--- src/rtl/instr_fetch_unit_if.sv ---
// rtl/instr_fetch_unit_if.sv - ROM, redirect and instruction handshake bundle for instr_fetch_unit
`timescale 1ns/1ps
interface instr_fetch_unit_if #(
  parameter int INSTR_WIDTH  = 16,
  parameter int I_ADDR_WIDTH = 10
);
  logic [I_ADDR_WIDTH-1:0] rom_addr;
  logic                    rom_cs;
  logic                    rom_oe;
  logic [INSTR_WIDTH-1:0]  rom_data;
  logic                    jump_valid;
  logic [I_ADDR_WIDTH-1:0] jump_target;
  logic                    instr_valid;
  logic                    instr_ready;
  logic [INSTR_WIDTH-1:0]  instr;
  logic [INSTR_WIDTH-1:0]  instr_ext;
  logic                    instr_two_word;
  logic [I_ADDR_WIDTH-1:0] instr_pc;

  modport master (
    output rom_addr, rom_cs, rom_oe,
    input  rom_data,
    input  jump_valid, jump_target,
    output instr_valid,
    input  instr_ready,
    output instr, instr_ext, instr_two_word, instr_pc
  );

  modport slave (
    input  rom_addr, rom_cs, rom_oe,
    output rom_data,
    output jump_valid, jump_target,
    input  instr_valid,
    output instr_ready,
    input  instr, instr_ext, instr_two_word, instr_pc
  );
endinterface

--- src/rtl/instr_fetch_unit.sv ---
// rtl/instr_fetch_unit.sv - prefetching instruction fetch stage with PC-tagged FIFO and jump redirect
// Two-word (LDS/STS/JMP/CALL) assembly is enabled by defining FETCH_TWO_WORD_EN.
`timescale 1ns/1ps
module instr_fetch_unit #(
  parameter int INSTR_WIDTH  = 16,
  parameter int I_ADDR_WIDTH = 10,
  parameter int FIFO_DEPTH   = 4
) (
  input  logic               clk,
  input  logic               reset,
  instr_fetch_unit_if.master bus
);
  localparam int PW = $clog2(FIFO_DEPTH);
  localparam int CW = PW + 1;
  localparam int OW = CW + 1;
  localparam int EW = I_ADDR_WIDTH + INSTR_WIDTH;

  localparam logic [1:0] ST_IDLE = 2'd0;
  localparam logic [1:0] ST_RUN  = 2'd1;
  localparam logic [1:0] ST_FULL = 2'd2;

  logic [1:0]              state;
  logic [1:0]              state_nx;
  logic [I_ADDR_WIDTH-1:0] fetch_pc;
  logic [I_ADDR_WIDTH-1:0] rom_addr_q;
  logic                    rom_cs_q;
  logic                    resp_valid;
  logic [I_ADDR_WIDTH-1:0] resp_addr;
  logic [CW-1:0]           count;
  logic [PW-1:0]           rd_ptr;
  logic [PW-1:0]           wr_ptr;
  logic [EW-1:0]           mem [FIFO_DEPTH];

  logic                    jump;
  logic [EW-1:0]           head_entry;
  logic [INSTR_WIDTH-1:0]  head_word;
  logic [I_ADDR_WIDTH-1:0] head_addr;
  logic [INSTR_WIDTH-1:0]  ext_word;
  logic                    head_two;
  logic                    valid;
  logic                    handshake;
  logic [CW-1:0]           pop_n;
  logic                    push;
  logic [OW-1:0]           occupancy;
  logic                    space;

  assign jump       = bus.jump_valid;
  assign head_entry = mem[rd_ptr];
  assign head_word  = head_entry[INSTR_WIDTH-1:0];
  assign head_addr  = head_entry[EW-1:INSTR_WIDTH];

`ifdef FETCH_TWO_WORD_EN
  logic [PW-1:0] rd_ptr_nx;
  assign rd_ptr_nx = rd_ptr + PW'(1);
  assign ext_word  = mem[rd_ptr_nx][INSTR_WIDTH-1:0];
  assign head_two  = (head_word[15:10] == 6'b100100 && head_word[3:0] == 4'd0) ||
                     (head_word[15:9] == 7'b1001010 && head_word[3:2] == 2'b11);
`else
  assign ext_word  = '0;
  assign head_two  = 1'b0;
`endif

  // A two-word head is only presented once its second word has landed.
  assign valid     = (count != '0) && (!head_two || count > CW'(1));
  assign handshake = valid && bus.instr_ready;
  assign pop_n     = handshake ? (head_two ? CW'(2) : CW'(1)) : '0;
  assign push      = resp_valid && !jump;

  // Words already in the FIFO plus requests whose data has not been pushed yet.
  assign occupancy = OW'(count) + OW'(rom_cs_q) + OW'(resp_valid);
  assign space     = occupancy < OW'(FIFO_DEPTH);

  always_comb begin
    state_nx = state;
    if (jump) begin
      state_nx = ST_RUN;
    end else begin
      case (state)
        ST_IDLE: state_nx = ST_RUN;
        ST_RUN:  if (!space) state_nx = ST_FULL;
        ST_FULL: if (handshake || space) state_nx = ST_RUN;
        default: state_nx = ST_IDLE;
      endcase
    end
  end

  always_ff @(posedge clk or posedge reset) begin
    if (reset) begin
      state      <= ST_IDLE;
      fetch_pc   <= '0;
      rom_addr_q <= '0;
      rom_cs_q   <= 1'b0;
      resp_valid <= 1'b0;
      resp_addr  <= '0;
      count      <= '0;
      rd_ptr     <= '0;
      wr_ptr     <= '0;
    end else begin
      state      <= state_nx;
      resp_valid <= rom_cs_q && !jump;
      resp_addr  <= rom_addr_q;
      if (jump) begin
        // The redirect request replaces whatever would have been issued this cycle.
        rom_cs_q   <= 1'b1;
        rom_addr_q <= bus.jump_target;
        fetch_pc   <= bus.jump_target + I_ADDR_WIDTH'(1);
        count      <= '0;
        rd_ptr     <= '0;
        wr_ptr     <= '0;
      end else begin
        rom_cs_q <= space;
        if (space) begin
          rom_addr_q <= fetch_pc;
          fetch_pc   <= fetch_pc + I_ADDR_WIDTH'(1);
        end
        if (push) wr_ptr <= wr_ptr + PW'(1);
        rd_ptr <= rd_ptr + pop_n[PW-1:0];
        count  <= count + CW'(push) - pop_n;
      end
    end
  end

  always_ff @(posedge clk) begin
    if (push) mem[wr_ptr] <= {resp_addr, bus.rom_data};
  end

  assign bus.rom_addr       = rom_addr_q;
  assign bus.rom_cs         = rom_cs_q;
  assign bus.rom_oe         = rom_cs_q;
  assign bus.instr_valid    = valid;
  assign bus.instr          = valid ? head_word : '0;
  assign bus.instr_ext      = (valid && head_two) ? ext_word : '0;
  assign bus.instr_two_word = valid && head_two;
  assign bus.instr_pc       = valid ? head_addr : '0;
endmodule
--- src/flat_wrapper.sv ---
// flat-port wrapper written by rule: the top's interface ports become plain ports
module instr_fetch_unit_flat 
#(
  parameter int INSTR_WIDTH  = 16,
  parameter int I_ADDR_WIDTH = 10,
  parameter int FIFO_DEPTH   = 4
)
  (clk, reset, bus_rom_addr, bus_rom_cs, bus_rom_oe, bus_rom_data, bus_jump_valid, bus_jump_target, bus_instr_valid, bus_instr_ready, bus_instr, bus_instr_ext, bus_instr_two_word, bus_instr_pc);
  instr_fetch_unit_if #(.INSTR_WIDTH(INSTR_WIDTH), .I_ADDR_WIDTH(I_ADDR_WIDTH)) bus_i ();
  input  logic clk;
  input  logic reset;
  output wire logic [$bits(bus_i.rom_addr)-1:0] bus_rom_addr;
  output wire logic [$bits(bus_i.rom_cs)-1:0] bus_rom_cs;
  output wire logic [$bits(bus_i.rom_oe)-1:0] bus_rom_oe;
  input wire logic [$bits(bus_i.rom_data)-1:0] bus_rom_data;
  input wire logic [$bits(bus_i.jump_valid)-1:0] bus_jump_valid;
  input wire logic [$bits(bus_i.jump_target)-1:0] bus_jump_target;
  output wire logic [$bits(bus_i.instr_valid)-1:0] bus_instr_valid;
  input wire logic [$bits(bus_i.instr_ready)-1:0] bus_instr_ready;
  output wire logic [$bits(bus_i.instr)-1:0] bus_instr;
  output wire logic [$bits(bus_i.instr_ext)-1:0] bus_instr_ext;
  output wire logic [$bits(bus_i.instr_two_word)-1:0] bus_instr_two_word;
  output wire logic [$bits(bus_i.instr_pc)-1:0] bus_instr_pc;
  assign bus_rom_addr = bus_i.rom_addr;
  assign bus_rom_cs = bus_i.rom_cs;
  assign bus_rom_oe = bus_i.rom_oe;
  assign bus_i.rom_data = bus_rom_data;
  assign bus_i.jump_valid = bus_jump_valid;
  assign bus_i.jump_target = bus_jump_target;
  assign bus_instr_valid = bus_i.instr_valid;
  assign bus_i.instr_ready = bus_instr_ready;
  assign bus_instr = bus_i.instr;
  assign bus_instr_ext = bus_i.instr_ext;
  assign bus_instr_two_word = bus_i.instr_two_word;
  assign bus_instr_pc = bus_i.instr_pc;
  instr_fetch_unit #(.INSTR_WIDTH(INSTR_WIDTH), .I_ADDR_WIDTH(I_ADDR_WIDTH), .FIFO_DEPTH(FIFO_DEPTH)) u_core (.clk(clk), .reset(reset), .bus(bus_i));
endmodule
--- config.mk ---
export PLATFORM = sky130hd
export DESIGN_NAME = instr_fetch_unit_flat
export DESIGN_NICKNAME = d
export VERILOG_FILES = /design/src/rtl/instr_fetch_unit_if.sv /design/src/rtl/instr_fetch_unit.sv /design/src/flat_wrapper.sv
export SDC_FILE = /design/constraint.sdc
export NUM_CORES = 1
export LEC_CHECK = 0
export CAP_MARGIN = 25
export CORE_MARGIN = 2
export CORE_UTILIZATION = 49
export DETAILED_ROUTE_END_ITERATION = 12
export PLACE_DENSITY = 0.73
export SYNTH_ARGS = -nofsm -noshare
export SYNTH_HDL_FRONTEND = slang
export SYNTH_SLANG_ARGS = --single-unit
--- constraint.sdc ---
create_clock -name clk -period 2.2 [get_ports clk]
set_input_delay 0.22 -clock clk [delete_from_list [all_inputs] [get_ports clk]]
set_output_delay 0.22 -clock clk [all_outputs]
set_load 0.02 [all_outputs]
==> Word level (Yosys, flattened, before mapping) <==
Memories as Yosys holds them, arrays and structs flattened.
Cells that the tools add are included.
{ "totals": {"input_bits": 30, "output_inout_bits": 56, "register_bits": 39, "n_memories": 1, "ramBits": 104, "word_cells": 39} }
{ "op_classes": {"add_sub_neg": 8, "muxes": 14, "n_lt_le_gt_ge": 1, "reduce_logical": 7} }
{ "mem_list": {"columns": ["name", "words", "word_bits", "rd", "rd_ports_with_merged_regs", "wr", "line_no", "text"], "rows": [
  ["u_core.mem", 4, 26, 1, 0, 1, "instr_fetch_unit.sv:32", "logic [EW-1:0] mem [FIFO_DEPTH];"]
]} }
{ "ops": {"columns": ["op", "n"], "rows": [
  ["$mux 10", 5],
  ["$add 10x1->10 const B", 2],
  ["$mux 16", 1],
  ["$mux 2", 3],
  ["$add 3x1->4", 1],
  ["$add 4x1->4", 1],
  ["$lt 4x3->1 const B", 1],
  ["$mux 1", 4],
  ["$reduce_bool 2->1", 2],
  ["$add 3x1->3", 1],
  ["$logic_and 1x1->1", 3],
  ["$mux 3", 1],
  ["$reduce_bool 3->1", 1],
  ["$sub 3x3->3", 1],
  ["$add 2x1->2 const B", 1],
  ["$add 2x2->2", 1],
  ["$logic_not 1->1", 1]
]} }

==> Longest topological paths before layout <==
Gate-level depths: netlist of run 1.
{ "logic_depth": {"depth_word": 5, "ltp_mapped": 9} }

==> Worst setup path before layout of run 1 <==
Ideal clock, no wire load.
{ "synth_timing": {"kind": "flip-flop to flip-flop", "start": "register u_core.count[1]", "end": "register u_core.count[2]", "synth_period_minus_slack_ns": 2.339, "setup_ns": 0.132, "required_time_ns": 2.068, "setup_slack_ns": -0.139, "arrival_ns": 2.208, "path_stages_with_launch": 10, "path_cell_list": "dfrtp_1 nor3_1 nor2b_1 ha_1 inv_1 ha_1 inv_1 fa_1 xnor2_1 nor2_1"} }
{ "synth_between": {"elab_chain_cells": 5, "elab_cells_between_ends": 6} }
{ "synth_lines": {"columns": ["element", "line_no", "text"], "rows": [
  ["start, declared", "instr_fetch_unit.sv:29", "logic [CW-1:0] count;"],
  ["start signal, assigned", "instr_fetch_unit.sv:118", "count <= count + CW'(push) - pop_n;"],
  ["parallel branches: the longest is 3 deep, another holds $add 3x1->3", null, null],
  ["$sub 3x3->3 (*)", "instr_fetch_unit.sv:118", null],
  ["$mux 3 (*)", "instr_fetch_unit.sv:102", "if (jump) begin"]
]} }
Every way passes the cells marked *.
A chain may end at the register's enable or synchronous reset.

==> Final worst setup path of run 1 <==
{ "layout_timing": {"start": "register u_core.rd_ptr[0]", "end": "output port bus_instr_pc[3]"} }
{ "layout_between": {"elab_chain_cells": 2} }
{ "layout_lines": {"columns": ["element", "line_no", "text"], "rows": [
  ["start, declared", "instr_fetch_unit.sv:30", "logic [PW-1:0] rd_ptr;"],
  ["start signal, assigned", "instr_fetch_unit.sv:117", "rd_ptr <= rd_ptr + pop_n[PW-1:0];"],
  ["$mem_v2 4x26", null, null],
  ["$mux 10", "instr_fetch_unit.sv:134", "assign bus.instr_pc = valid ? head_addr : '0;"],
  ["end, declared", "flat_wrapper.sv:23", "output wire logic [$bits(bus_i.instr_pc)-1:0] bus_instr_pc;"]
]} }
Every way passes these cells.

==> impl_metrics.ini, run 1 <==
[yosys]
syn_avg_cell_area_sq_um = 16.8
yosys_warnings = 0
yosys.area_share.adder_pct = 2.40
syn_area_sq_um = 6060
synth_edf_count = 104
synthMuxAreaShare_pct = 13.3
synth_cells = 360
async_flop_share_pct = 27.3
synth_seq_cells = 143
synth-main-ff-cell = edfxtp_1
synth_compound_area_share_pct = 2.09
yosysTopAreaCellShare_pct = 51.5
synth_top_family_by_area = multiplexers
synth.distinct_cells = 39
seq_area_frac_synth_pct = 67.7
synth_top_area_cell = edfxtp_1
synth.area.top_cells = edfxtp_1 (52%), dfrtp_1 (16%), mux4_2 (9.7%), nor2b_1 (3.2%), buf_4 (2.6%)
yosys.area_share.simple_pct = 7.56
synth_xor_area_share_pct = 2.60

[pwr]
peakVddDrop_mv = 0.749
fin_total_pwr_mw = 9.54
power_leakage_nw = 2.86
power_density_nw_per_um2 = 1250

[clocking]
path_clk_slew_ns = 0.05
cts_tree = yes
numClockSinks = 143
worstSkewPairLatency_ns = 0.40
cts_buffers = 17
cts_buffer_depth = 2
htreeDepth = 4
cts-root-buf = clkbuf_16

[timing]
tightest_slew_ns = 0.512
setup_ws_ns = 0.0867
hold_violations = 0
period_share_pct = 96.1
setup_violations = 0
timing.setup.tns_ns = 0
slew_violations = 0
skew_ns = 0.00566
min_period_ns = 2.11
max_freq_mhz = 473
rsz0062_at_grt = no
slew-limit-headroom_pct = 65.8

[setup_path]
worstPathArrival_ns = 1.89
r2r-end = u_core.count[2]
reg2reg_depth = 9
start_kind = flip-flop
worstSetupPathType = reg -> out
crit_required_ns = 1.98
ff2ff_setup_slack_ns = 0.14
reg2reg_from = u_core.count[2]
cp_max_fo = 4
end_kind = output pin

[min_path]
hold_path_class = in -> async

[floorplanning]
die_w_um = 115
fp.dieH_um = 115
num_rows = 40
start_util_pct = 50.2
die_area_sq_um = 13300
coreArea_sq_um = 12100
ios = 86

[placement]
dp_cells = 599
place_ws_ns = 0.0848
portBuffers = 68
dp_hpwl_um = 6890
placed_cell_area_sq_um = 7020
routabilityCongestion = 0.820

[final_layout]
fin_cells = 634
final_area_sq_um = 7620
fillers = 875
syn2layout_area_growth_pct = 25.8
antennaDiodeCount = 0
fin_nets = 495
final_layout_size_suffix_gt1_share_pct = 23.8

[global_route]
grt-ovfl-total = 0
top_usage_layer = met2
grt_max_degree = 40
track_usage_pct = 18.0
grt_pass1_wl_um = 17600
grt_pass1_vias = 3326
antenna_found_initial = 0
met3_usage_pct = 6.38
gr-usage-met2_pct = 29.0
use_met1_pct = 23.4

[routing]
vias_per_cell = 5.06
dr.pass1.iters = 6
ant_nets = 0
routed-via-count = 3211
finalWirelength_um = 11100
wl_per_cell_um = 17.4
drc = 0
drt_iter0_drc = 269

[flow_run]
cap_violations = 0

[status]
status = finished, final reports clean
synth_stat cells, types with 2 or more instances:
master and count:
a22oi_1 2, and2_1 4, buf_2 4, buf_4 21, buf_6 3, clkbuf_1 4
dfrtp_1 39, edfxtp_1 104, ha_1 10, inv_1 9, mux2_2 7, mux2i_1 14
mux4_2 26, nand2_1 16, nand2b_1 2, nand3_1 6, nand3b_1 2, nand4_1 5
nor2_1 6, nor2b_1 31, o21ai_0 6, o21ai_1 6, xnor2_1 6, xor2_1 12
critical path: stages, from the launching register on:
cell and delay [ns]:
dfrtp_2 0.37, buf_4 0.15, mux4_2 0.50, nor2b_1 0.14, dlygate4sd2_1 0.32
placed cells by master (no fill, tap or decap), drive strengths merged, types with 14 or more instances in the layout:
master,count
clkdlybuf4s50,41
mux4,26
clkbuf,26
nor2b,31
edfxtp,104
conb,17
mux2i,14
buf,44
nand2,16
dfrtp,39
cells by family (layout without fill, tap and decap cells):
| kind of cell | count (synthesis) | in the layout |
|---|---|---|
| flops | 143 | 143 |
| simple gates | 79 | 79 |
| fa+ha+maj | 11 | 11 |
| mux | 47 | 47 |
| compound gates | 19 | 19 |
| other cells | 1 | 17 |
| buf+inv | 42 | 132 |
| xor+xnor | 18 | 18 |
per-stage QoR:
| step | hold WS [ns] | util (%) |
|---|---|---|
| global route | 0.287 | 63.2 |
| CTS | 0.246 | 62.8 |
| detailed placement | 0.394 | 58.2 |
| floorplan | 0.319 | - |
| finish | 0.238 | 63.2 |
| global placement | 0.391 | 58.2 |
sequential cells by signal (all words and copies together), names as in the netlist:
register	count
u_core.mem	104
u_core.wr_ptr	2
u_core.resp_addr	10
u_core.fetch_pc	10
u_core.rd_ptr	2
u_core.bus.rom_cs	1
u_core.resp_valid	1
u_core.bus.rom_addr	10
u_core.count	3
worst max path at each step:
stage / start / end / slack (ns) / depth (start not counted)
floorplan: u_core.count[1] / u_core.count[2] / 0.09 / 9
detailed placement: bus_jump_valid / u_core.fetch_pc[9] / 0.08 / 7
CTS: u_core.rd_ptr[0] / bus_instr_pc[8] / -0.08 / 5
global placement: bus_jump_valid / u_core.fetch_pc[7] / 0.11 / 7
finish: u_core.rd_ptr[0] / bus_instr_pc[3] / 0.09 / 4
global route: u_core.rd_ptr[0] / bus_instr_pc[3] / 0.01 / 4
power breakdown:
group          total (mW)  internal (mW)  switching, mW
combinational        2.94           1.42           1.52
clock                2.96           2.00          0.967
sequential           3.64           3.33          0.303
routing by layer:
layer	vias to the layer above	wire [um]
li1	1497	-
met1	1610	4870
met2	99	5520
met3	5	582
met4	0	85
met5	-	0
repair_timing:
| item | in CTS | in global routing |
|---|---|---|
| setup endpoints to repair | 27 | 10 |
| pin swaps | 0 | 1 |
| buffers inserted | 1 | 0 |
| gates cloned | 1 | 2 |
| hold buffers | 0 | 0 |
| resized for setup | 93 | 9 |
layout make-up:
type	instances	area [sq um]	area share (%)
Clock buffer	23	448	5.88
Clock inverter	8	163	2.13
Inverter	9	33.8	0.443
Multi-Input combinational cell	191	1770	23.2
Sequential cell	143	4100	53.8
Tap cell	168	210	2.76
Timing Repair Buffer	92	895	11.7
(Power assumes the default switching activity.)
==> inputs of run 2 (changes only) <==
CORE_UTILIZATION = 59   (was 49)
PLACE_DENSITY = 0.82   (was 0.73)
clock period = 2.75 ns   (was 2.2 ns; I/O delays follow)
==> run 2 against run 1 <==
Final area decreased by 2.3%. Combinational power decreased by 19%. Final cell count decreased by 7.3%. Register-to-register slack improved by 0.41 ns. Setup slack improved by 0.024 ns. Worst hold slack got worse by 0.067 ns. Non-clock buffer count decreased by 12. Sequential power decreased by 20%. Routed wire length increased by 0.30%. Sequential share of layout area increased by 1.3 points. First-iteration DRC count decreased by 17%. Global-route usage increased by 3.8 points. Largest cell class unchanged. Largest power group unchanged. Highest routed layer unchanged.
==> impl_metrics.ini, run 2 (same netlist as run 1, synthesis figures left out) <==
[final_layout]
final_area_sq_um = 7440
final_cell_mix = edfxtp_1 (104), clkdlybuf4s50_1 (68), dfrtp_1 (38), nor2b_1 (31), mux4_2 (26)
fillers = 585
fin_util_pct = 75.5
syn2layout_area_growth_pct = 22.9
largest_reg_flops = 104
final_layout_size_suffix_gt1_share_pct = 16.9
antennaDiodeCount = 0
fin_nets = 483
regMostFlops = u_core.mem
layout_commonest_cell = edfxtp_1

[timing]
max_freq_mhz = 379
slew_violations = 0
rsz0062_at_grt = no
skew_ns = 0.0132
setup_violations = 0
min_period_ns = 2.64
worst_hold_slack_ns = 0.170
timing.setup.tns_ns = 0
period_share_pct = 96.0
hold_violations = 0
tightest_slew_ns = 0.501
slew-limit-headroom_pct = 66.6

[placement]
placed_cell_area_sq_um = 6880
dp_hpwl_um = 6790
portBuffers = 68
routabilityCongestion = 0.863

[setup_path]
cp_max_fo = 17
start_kind = flip-flop
setup.worst_path.end = bus_instr[10]
reg2reg_depth = 5
cp-startpoint = u_core.rd_ptr[0]
r2r-end = u_core.bus.rom_addr[1]
end_kind = output pin
crit_required_ns = 2.48
ff2ff_setup_slack_ns = 0.55
reg2reg_from = u_core.resp_valid
worstPathArrival_ns = 2.36
worstSetupPathType = reg -> out

[routing]
routed-via-count = 3280
ant_nets = 0
drt_iter0_drc = 222
finalWirelength_um = 11100
drc = 0
vias_per_cell = 5.58
dr.pass1.iters = 5
wl_per_cell_um = 18.9

[flow_run]
cap_violations = 0

[clocking]
cts_resized = 1
path_clk_slew_ns = 0.06
htreeDepth = 4
cts_hold_buf = 0
cts-root-buf = clkbuf_8
cts_tree = yes
cts_setup_buffers = 0
cts_buffers = 17
cts_buffer_depth = 2
numClockSinks = 143
worstSkewPairLatency_ns = 0.54

[min_path]
hold_path_class = in -> async

[floorplanning]
die_area_sq_um = 11100
die_w_um = 105
ios = 86
num_rows = 36
fp.dieH_um = 105
start_util_pct = 61.4
coreArea_sq_um = 9860

[global_route]
track_usage_pct = 21.7
antenna_found_initial = 0
grt_pass1_vias = 3331
grt_pass1_wl_um = 17600
grt_max_degree = 40
grt-ovfl-total = 0

[pwr]
peakVddDrop_mv = 0.574
power_density_nw_per_um2 = 991
power_leakage_nw = 2.69
fin_total_pwr_mw = 7.38

[status]
status = finished, final reports clean
-- run 2: cell types whose count changed in the layout (fill, tap and decap cells not counted), sizes merged, moves of 5 or more --
cell,change
clkdlybuf4s50,+27
clkinv,+5
buf,-32
clkbuf,-8
-- run 2: how the worst min path moves through the flow --
stage	depth (start not counted)	start	end
3_5_place_dp	0	u_core.bus.rom_addr[6]	u_core.resp_addr[6]
6_report	3	reset	u_core.fetch_pc[1]
4_1_cts	3	reset	u_core.fetch_pc[1]
3_3_place_gp	0	u_core.bus.rom_addr[6]	u_core.resp_addr[6]
2_1_floorplan	0	bus_rom_data[0]	u_core.mem[0][0]
5_1_grt	3	reset	u_core.fetch_pc[1]
-- run 2: worst max-delay path: stages (launching register included) --
cell and delay (ns):
dfrtp_2 0.40, buf_12 0.20, mux4_2 0.53, nor2b_1 0.16, clkdlybuf4s50_1 0.54
-- run 2: layer usage --
metal / GRT usage, % / up-vias / share of wire (%)
met5: 0 / - / 0
met4: 7.14 / 0 / 1.1
met3: 5.94 / 11 / 4.7
met2: 35.7 / 113 / 51
met1: 28.4 / 1687 / 43
li1: - / 1469 / -
-- run 2: metrics by stage --
stage,instances,setup slack (ns)
floorplan,376,0.411
global placement,556,0.513
detailed placement,556,0.462
CTS,588,0.00722
global route,588,0.0232
finish,588,0.111
-- run 2: layout make-up --
type	count	area (sq um)	share of cell area [%]
clock inverters	14	124	1.66
multi-input cells	191	1760	23.7
well taps	133	166	2.24
clock buffers	18	418	5.61
inverters	9	33.8	0.454
flip-flops and latches	143	4100	55.1
repair buffers	80	841	11.3
-- run 2: power breakdown --
group          switching (mW)  internal (mW)
Combinational            1.19           1.19
Sequential              0.232           2.67
Clock                   0.830           1.27
==> inputs of run 3 (changes only) <==
CORE_UTILIZATION = 35   (was 59)
PLACE_DENSITY = 0.52   (was 0.82)
==> run 3 against run 2 <==
Maximum frequency rose by 2.9%. Final area up 2.6%. Clock skew down 0.0055 ns. Utilization shrank 31 points. Final cell count increased by 16%.
==> impl_metrics.ini, run 3 (same netlist as run 1, synthesis figures left out) <==
[status]
status = finished, final reports clean

[setup_path]
reg2reg_from = u_core.resp_valid
start_kind = flip-flop
cp-startpoint = u_core.rd_ptr[0]
setup.worst_path.end = bus_instr_pc[4]
crit_required_ns = 2.48
cp_max_fo = 17
ff2ff_setup_slack_ns = 0.60
r2r-end = u_core.bus.rom_addr[6]
end_kind = output pin
reg2reg_depth = 5
worstPathArrival_ns = 2.29
worstSetupPathType = reg -> out

[routing]
vias_per_cell = 4.58
drt_iter0_drc = 172
routed-via-count = 3135
finalWirelength_um = 11100
drc = 0
ant_nets = 0
dr.pass1.iters = 5
wl_per_cell_um = 16.3

[floorplanning]
ios = 86
start_util_pct = 35.4
die_area_sq_um = 18400
fp.dieH_um = 136
num_rows = 48
die_w_um = 136
coreArea_sq_um = 17100

[clocking]
cts_buffer_depth = 2
cts_resized = 0
cts_tree = yes
cts-root-buf = clkbuf_16
htreeDepth = 4
worstSkewPairLatency_ns = 0.42
numClockSinks = 143
cts_buffers = 17
path_clk_slew_ns = 0.06

[timing]
slew_violations = 0
skew_ns = 0.00773
worst_hold_slack_ns = 0.285
min_period_ns = 2.56
period_share_pct = 93.3
setup_violations = 0
hold_violations = 0
slew-limit-headroom_pct = 65.9
max_freq_mhz = 390
timing.setup.tns_ns = 0
tightest_slew_ns = 0.512
rsz0062_at_grt = no

[pwr]
intPower_mw = 5.29
power_density_nw_per_um2 = 989
clock_power_share_pct = 30.2
swShare_pct = 30.0
fin_total_pwr_mw = 7.56
p_comb_share_pct = 31.4
seq_power_share_pct = 38.4
peakVddDrop_mv = 0.457
power_leakage_nw = 2.75
switching_power_mw = 2.27

[global_route]
gr-usage-met2_pct = 21.8
antenna_found_initial = 0
grt_pass1_vias = 3278
met3_usage_pct = 4.60
grt_max_degree = 46
grt-ovfl-total = 0
grt_pass1_wl_um = 18000
top_usage_layer = met2
use_met1_pct = 16.7
track_usage_pct = 13.3

[placement]
routabilityCongestion = 0.684
portBuffers = 68
placed_cell_area_sq_um = 7020
dp_hpwl_um = 7310

[final_layout]
final_layout_size_suffix_gt1_share_pct = 19.0
final_area_sq_um = 7640
antennaDiodeCount = 0
regMostFlops = u_core.mem
syn2layout_area_growth_pct = 26.1
largest_reg_flops = 104
layout_commonest_cell = edfxtp_1
final_cell_mix = edfxtp_1 (104), clkdlybuf4s50_1 (68), dfrtp_1 (38), nor2b_1 (31), mux4_2 (26)
fin_nets = 487

[min_path]
hold_path_class = in -> async

[flow_run]
cap_violations = 0
-- run 3: changes by cell type in the layout (fill, tap and decap cells not counted) --
cell	change
inv_6	+2
clkinv_1	-6
clkbuf_16	+1
clkbuf_8	+2
buf_6	-2
clkinvlp_4	-2
clkinv_4	+3
buf_4	+6
-- run 3: power groups by stage --
stage / registers (mW) / logic, mW / clock network (mW)
after global routing: 2.95 / 2.60 / 2.44
after CTS: 2.93 / 2.39 / 2.34
final: 2.90 / 2.37 / 2.28
after global placement: 2.95 / 2.37 / 0
after floorplan: 2.92 / 1.46 / 0
after detailed placement: 2.97 / 2.38 / 0
-- run 3: layout make-up --
class | instances | area, sq um
Clock inverter | 11 | 130
Fill cell | 1501 | 9480
Multi-Input combinational cell | 191 | 1760
Tap cell | 225 | 282
Sequential cell | 143 | 4100
Inverter | 9 | 33.8
Timing Repair Buffer | 84 | 863
Clock buffer | 21 | 470
-- run 3: metal layers --
| metal | routed length (um) | part of all wire [%] |
|---|---|---|
| met4 | 100 | 0.90 |
| met3 | 520 | 4.7 |
| met5 | 0 | 0 |
| met1 | 5120 | 46 |
| met2 | 5400 | 48 |
-- run 3: worst min path at each step --
| stage | start | end | slack (ns) | depth (start not counted) |
|---|---|---|---|---|
| 6_report | reset | u_core.resp_addr[0] | 0.28 | 3 |
| 5_1_grt | reset | u_core.resp_addr[0] | 0.36 | 3 |
| 4_1_cts | reset | u_core.resp_addr[0] | 0.30 | 3 |
| 3_5_place_dp | u_core.bus.rom_addr[9] | u_core.resp_addr[9] | 0.39 | 0 |
| 3_3_place_gp | u_core.bus.rom_addr[9] | u_core.resp_addr[9] | 0.40 | 0 |
| 2_1_floorplan | bus_rom_data[0] | u_core.mem[0][0] | 0.37 | 0 |
-- run 3: metrics by stage --
stage,setup slack (ns),utilization (%),cells
after detailed placement,0.460,41.0,649
final,0.185,44.6,684
after global routing,0.0605,44.6,684
after floorplan,0.411,-,376
after global placement,0.477,41.0,649
after CTS,0.00339,44.5,681
-- run 3: critical path, stage by stage, from the launching register on --
cell and delay, ns:
dfrtp_2 0.44, buf_12 0.21, mux4_2 0.53, nor2b_1 0.15, clkdlybuf4s50_1 0.54
-- run 3: timing repair --
action,4_1_cts,5_1_grt
hold endpoints to repair,0,0
hold buffers,0,0
setup endpoints to repair,0,19
setup buffers,0,3
